[src/rtl/r_instr_encoder.sv]
// r_instr_encoder: turns a stream of ALU-operation requests into RV32I R-type
// instruction words and writes them to consecutive instruction-memory
// addresses. Sessions start with `start` and end in DONE (last word
// written) or ERR (unsupported op or DEPTH overflow).
module r_instr_encoder #(
  parameter int unsigned       ADDR_W    = 32,
  parameter logic [ADDR_W-1:0] BASE_ADDR = '0,
  parameter int unsigned       DEPTH     = 64,
  localparam int unsigned      CNT_W     = $clog2(DEPTH + 1)
) (
  input  logic              clk,
  input  logic              rst_n,
  input  logic              start,
  input  logic              req_valid,
  output logic              req_ready,
  input  logic [3:0]        req_ula_op,
  input  logic [4:0]        req_rd,
  input  logic [4:0]        req_rs1,
  input  logic [4:0]        req_rs2,
  input  logic              req_last,
  output logic              mem_we,
  output logic [ADDR_W-1:0] mem_addr,
  output logic [31:0]       mem_wdata,
  output logic              busy,
  output logic              done,
  output logic              err_invalid,
  output logic              err_full,
  output logic [CNT_W-1:0]  word_count
);

  typedef enum logic [1:0] {
    S_IDLE,
    S_ACCEPT,
    S_DONE,
    S_ERR
  } state_t;

  localparam logic [6:0]       OPCODE_R = 7'b0110011;
  localparam logic [CNT_W-1:0] LAST_CNT = CNT_W'(DEPTH - 1);

  state_t              r_state;
  state_t              w_state_nxt;
  logic [ADDR_W-1:0]   r_next_addr;
  logic                r_mem_we;
  logic [ADDR_W-1:0]   r_mem_addr;
  logic [31:0]         r_mem_wdata;
  logic [CNT_W-1:0]    r_word_count;
  logic                r_err_invalid;
  logic                r_err_full;

  logic                w_op_ok;
  logic [6:0]          w_funct7;
  logic [2:0]          w_funct3;
  logic [31:0]         w_word;
  logic                w_begin;
  logic                w_accept;
  logic                w_set_inv;
  logic                w_set_full;

  // Map the requested ALU operation onto its funct7/funct3 pair.
  always_comb begin
    w_op_ok  = 1'b1;
    w_funct7 = 7'b0000000;
    w_funct3 = 3'b000;
    case (req_ula_op)
      4'b0010: begin
        w_funct7 = 7'b0000000;
        w_funct3 = 3'b000;
      end
      4'b0110: begin
        w_funct7 = 7'b0100000;
        w_funct3 = 3'b000;
      end
      4'b0000: begin
        w_funct7 = 7'b0000000;
        w_funct3 = 3'b111;
      end
      4'b0001: begin
        w_funct7 = 7'b0000000;
        w_funct3 = 3'b110;
      end
      default: w_op_ok = 1'b0;
    endcase
  end

  assign w_word = {w_funct7, req_rs2, req_rs1, w_funct3, req_rd, OPCODE_R};

  // Next-state decision plus the one-cycle control strobes for the datapath.
  always_comb begin
    w_state_nxt = r_state;
    w_begin     = 1'b0;
    w_accept    = 1'b0;
    w_set_inv   = 1'b0;
    w_set_full  = 1'b0;
    case (r_state)
      S_ACCEPT: begin
        if (req_valid) begin
          if (w_op_ok) begin
            w_accept = 1'b1;
            // last takes priority over overflow: a final word at DEPTH is a clean finish
            if (req_last) begin
              w_state_nxt = S_DONE;
            end else if (r_word_count == LAST_CNT) begin
              w_state_nxt = S_ERR;
              w_set_full  = 1'b1;
            end
          end else begin
            w_state_nxt = S_ERR;
            w_set_inv   = 1'b1;
          end
        end
      end
      default: begin
        if (start) begin
          w_state_nxt = S_ACCEPT;
          w_begin     = 1'b1;
        end
      end
    endcase
  end

  // State register.
  always_ff @(posedge clk or negedge rst_n) begin
    if (!rst_n) begin
      r_state <= S_IDLE;
    end else begin
      r_state <= w_state_nxt;
    end
  end

  // Write port, address pointer, word counter and sticky error flags.
  always_ff @(posedge clk or negedge rst_n) begin
    if (!rst_n) begin
      r_next_addr   <= '0;
      r_mem_we      <= 1'b0;
      r_mem_addr    <= '0;
      r_mem_wdata   <= '0;
      r_word_count  <= '0;
      r_err_invalid <= 1'b0;
      r_err_full    <= 1'b0;
    end else begin
      r_mem_we <= w_accept;
      if (w_begin) begin
        r_next_addr   <= BASE_ADDR;
        r_word_count  <= '0;
        r_err_invalid <= 1'b0;
        r_err_full    <= 1'b0;
      end
      if (w_accept) begin
        r_mem_addr   <= r_next_addr;
        r_mem_wdata  <= w_word;
        r_next_addr  <= r_next_addr + ADDR_W'(4);
        r_word_count <= r_word_count + CNT_W'(1);
      end
      if (w_set_inv) begin
        r_err_invalid <= 1'b1;
      end
      if (w_set_full) begin
        r_err_full <= 1'b1;
      end
    end
  end

  assign req_ready   = (r_state == S_ACCEPT);
  assign busy        = (r_state == S_ACCEPT);
  assign done        = (r_state == S_DONE);
  assign mem_we      = r_mem_we;
  assign mem_addr    = r_mem_addr;
  assign mem_wdata   = r_mem_wdata;
  assign err_invalid = r_err_invalid;
  assign err_full    = r_err_full;
  assign word_count  = r_word_count;

endmodule

[config.mk]
export PLATFORM = sky130hd
export DESIGN_NAME = r_instr_encoder
export DESIGN_NICKNAME = d
export VERILOG_FILES = /design/src/rtl/r_instr_encoder.sv
export SDC_FILE = /design/constraint.sdc
export NUM_CORES = 1
export LEC_CHECK = 0
export ABC_AREA = 1
export CAP_MARGIN = 20
export CORE_MARGIN = 2
export CORE_UTILIZATION = 35
export CTS_CLUSTER_SIZE = 10
export DETAILED_ROUTE_END_ITERATION = 6
export PLACE_DENSITY = 0.62
export SKIP_LAST_GASP = 1
export SLEW_MARGIN = 10
export SYNTH_ARGS = -nofsm -noshare
export SYNTH_HDL_FRONTEND = slang
export SYNTH_SLANG_ARGS = --single-unit
export TNS_END_PERCENT = 10
[constraint.sdc]
create_clock -name clk -period 1.3 [get_ports clk]
set_input_delay 0.26 -clock clk [delete_from_list [all_inputs] [get_ports clk]]
set_output_delay 0.26 -clock clk [all_outputs]
set_load 0.05 [all_outputs]
==> flow_metrics.py <==
metrics = {
    "status": {
        "result_of_the_run": "finished with violations",
        "violations": "setup timing",
    },
    "global_route": {
        "wire_length_of_the_first_global_routing_pass_mm": 21.17,
        "first_global_vias": 4340,
        "antenna_violations_before_repair": 0,
        "global_route.overflow_total": 0,
        "grt_max_degree": 91,
        "grt_util_all_layers": 0.1873,
    },
    "setup_path": {
        "kind_of_end_point_of_the_critical_path": "register",
        "timing.rr.start": "r_state[0]$_DFFE_PN0P_",
        "worst_path_max_delay_cell": "clkdlybuf4s50_1",
        "setup.worst_path.start": "req_ula_op[3]",
        "r2r_slack_ns": -0.22,
        "slowest_delay_ns": 0.46,
        "required_ns": 1.53,
        "crit_path_start_kind": "primary input",
        "crit_path_cell_trace": "clkdlybuf4s50_1 -> inv_1 -> nand3b_1 -> nand2_2 -> nand2_4 -> clkinv_8 -> buf_12 -> clkbuf_16 -> a22oi_1 -> nor2_1",
        "worstPathBufferInverterCount": 5,
        "worst_ep_arrival_time_ns": 1.77,
        "critPathMaxFanout": 5,
        "timing_worst_setup_path_type": "primary input to register",
        "cpLargestDelayFamily": "buffers and inverters",
        "critical_path.endpoint": "r_next_addr[9]$_DFFE_PN0P_",
        "reg2reg_to": "r_next_addr[9]$_DFFE_PN0P_",
        "critical_path_depth": 10,
        "r2r_cells": 9,
    },
    "drt": {
        "detailed_router_s_first_iteration_violation_count": 226,
        "wl_per_cell_um": 13.90,
        "route.vias.total": 4302,
        "post_drt_via_cell_ratio": 4.686,
        "detail_route.first_pass.iterations": 5,
        "totalWireLength_mm": 12.76,
        "drtAntennaViolNets": 0,
        "remaining_design_rule_violation_count": 0,
    },
    "timing": {
        "fin_crit_ns": 1.537,
        "max_clock_freq_mhz": 650.5,
        "finalWorstSetupSlack_ns": -0.2373,
        "finalCritPeriodShare": 1.183,
        "final.setup_skew_ns": 0.005513,
        "unrepaired_setup_endpoints_after_global_routing": "true",
        "setup_violations": 98,
        "hold_viol_final": 0,
        "fin_worst_hold_slack_ns": 0.2469,
        "final-max-slew-violation-count": 0,
    },
    "synthesis": {
        "yosys_warnings": 0,
        "postSynth.topFlopCell": "dfrtp_1",
        "synth_edf_count": 0,
        "post_synth_inst_count": 588,
        "syn-cell-area_um2": 4523,
        "synth.ff_latch_count": 91,
        "synth_sequential_area_ratio": 0.5035,
        "postSynthAreaPerCell_um2": 7.692,
        "ys_async_rst_share": 1.000,
        "netlist_cell_types": 30,
    },
    "cells_and_area": {
        "layout-area-overhead-vs-synth_pct": 64.40,
        "layout.cells.most_common_list": "nand2_1 (209), dfrtp_1 (87), buf_12 (74)",
        "finalNetCount": 767,
        "num_antenna_cells": 0,
        "final_cell_count_no_fill": 918,
        "final_common_cell": "nand2_1",
        "layout-drive-gt1-share": 0.2855,
    },
    "clocking": {
        "cts.path.max_buffers": 2,
        "cts.htree.levels": 3,
        "root_buffer": "clkbuf_16",
        "cts_made_buffers": 9,
        "clkTransAtPathRegs_ns": 0.07,
        "clock_insertion_delay_worst_skew_ns": 0.35,
        "cts.sink_count": 91,
        "cts_tree": "built",
    },
    "floorplanning": {
        "design.portCount": 101,
        "core.rowCount": 41,
        "initial_core_util": 0.3584,
        "die-area_um2": 13850,
        "die-width_um": 117.7,
        "core_region_area_um2": 12620,
        "fp.dieH_um": 117.7,
    },
    "pwr": {
        "static-leakage-power_nw": 3.443,
        "worst_ir_drop_vdd_uv": 1536,
        "powerDensity_nw_per_um2": 1751,
    },
    "worst_hold_path": {
        "hold_crit_path_type": "primary input to async pin",
    },
    "placement": {
        "gp_congestion": 0.9153,
        "detailedPlacementHpwl_mm": 8.734,
        "place.port_buffers": 89,
        "dp_cells": 882,
    },
    "run": {
        "drv.max_cap_violation_count": 0,
    },
}
[power by group]
part           internal, W  switching, W  total [W]
logic              0.00309       0.00330    0.00640
registers          0.00331      0.000565    0.00387
clock network      0.00160       0.00115    0.00275
total              0.00800       0.00502     0.0130
[what timing repair did]
item	in CTS	in global routing
hold endpoints to repair	16	0
pin swaps	13	23
gates cloned	3	4
buffers inserted	9	7
hold buffers	1	0
setup endpoints to repair	78	101
resized for setup	30	44
[per-layer routing]
metal	vias to the layer above	global-route usage	routed length, um
met3	20	0.06298	974
met4	0	0.06551	217
met2	134	0.3056	6292
met1	2031	0.2319	5271
met5	-	0	0
li1	2117	-	-
[area by class of cell]
class	instances	area (um^2)
clock buffer	11	252.7
timing repair buffer	165	2380
tap	172	215.2
fill	1145	5184
clock inverter	5	60.06
inverter	52	232.7
multi-input combinational	422	2013
sequential	91	2282
[stage by stage]
| step | utilization | total power [W] | setup WS (ns) | instance area, um^2 | TNS, ns |
|---|---|---|---|---|---|
| 2_1_floorplan | - | 0.006518 | -0.08326 | 4587 | -0.5193 |
| 6_report | 0.5892 | 0.01302 | -0.2373 | 7436 | -12.47 |
| 3_5_place_dp | 0.5233 | 0.009689 | -0.4807 | 6604 | -33.96 |
| 5_1_grt | 0.5892 | 0.01357 | -0.2874 | 7436 | -18.67 |
| 4_1_cts | 0.5702 | 0.01288 | -0.2500 | 7196 | -12.89 |
| 3_3_place_gp | 0.5233 | 0.009580 | -0.4046 | 6604 | -29.08 |
[cell usage after synthesis (3+ instances only)]
| master | instances | share of area |
|---|---|---|
| nand3_1 | 40 | 0.044 |
| nand2_2 | 4 | 0.0055 |
| nand3b_1 | 4 | 0.0066 |
| buf_4 | 19 | 0.032 |
| nand4_1 | 3 | 0.0041 |
| nand2_1 | 219 | 0.18 |
| inv_1 | 48 | 0.040 |
| o22ai_1 | 4 | 0.0055 |
| nor2_1 | 64 | 0.053 |
| o21ai_1 | 4 | 0.0044 |
| buf_6 | 5 | 0.012 |
| nor2_4 | 5 | 0.012 |
| dfrtp_1 | 91 | 0.50 |
| inv_2 | 4 | 0.0033 |
| o21ai_0 | 48 | 0.053 |
| buf_2 | 8 | 0.0089 |
[state kept, by name, summed over array words and instances (netlist names)]
signal       cells
word_count       7
err_invalid      1
mem_addr        30
r_state          2
err_full         1
mem_wdata       19
r_next_addr     30
mem_we           1
[how the worst min path moves through the flow]
stage | endpoint | slack (ns) | startpoint
after floorplan | err_full$_DFFE_PN0P_ | -0.04 | rst_n
after global placement | mem_addr[3]$_DFFE_PN0P_ | 0.05 | rst_n
after detailed placement | mem_addr[3]$_DFFE_PN0P_ | 0.05 | rst_n
after CTS | mem_addr[3]$_DFFE_PN0P_ | 0.23 | rst_n
after global routing | mem_addr[3]$_DFFE_PN0P_ | 0.24 | rst_n
final | mem_addr[3]$_DFFE_PN0P_ | 0.25 | rst_n
[worst register-to-register path: cells and delay by family, from the launching register on]
| kind | cells | cell delay, ns |
|---|---|---|
| buffers and inverters | 4 | 0.48 |
| AOI/OAI and AO/OA | 1 | 0.16 |
| DFF | 1 | 0.41 |
| and+or+nand+nor | 4 | 0.35 |
[cell families (layout without fill, tap and decap cells)]
logic type	Yosys count	in the layout	share of synthesized area
AOI/OAI and AO/OA	63	63	0.07386
and+or+nand+nor	345	345	0.3176
xor gates and xnor gates	1	1	0.001937
adders and majority gates	2	2	0.005532
buffers and inverters	85	233	0.09682
other	1	11	0.0008291
DFF	91	91	0.5035
Power figures use the tool's default switching activity.
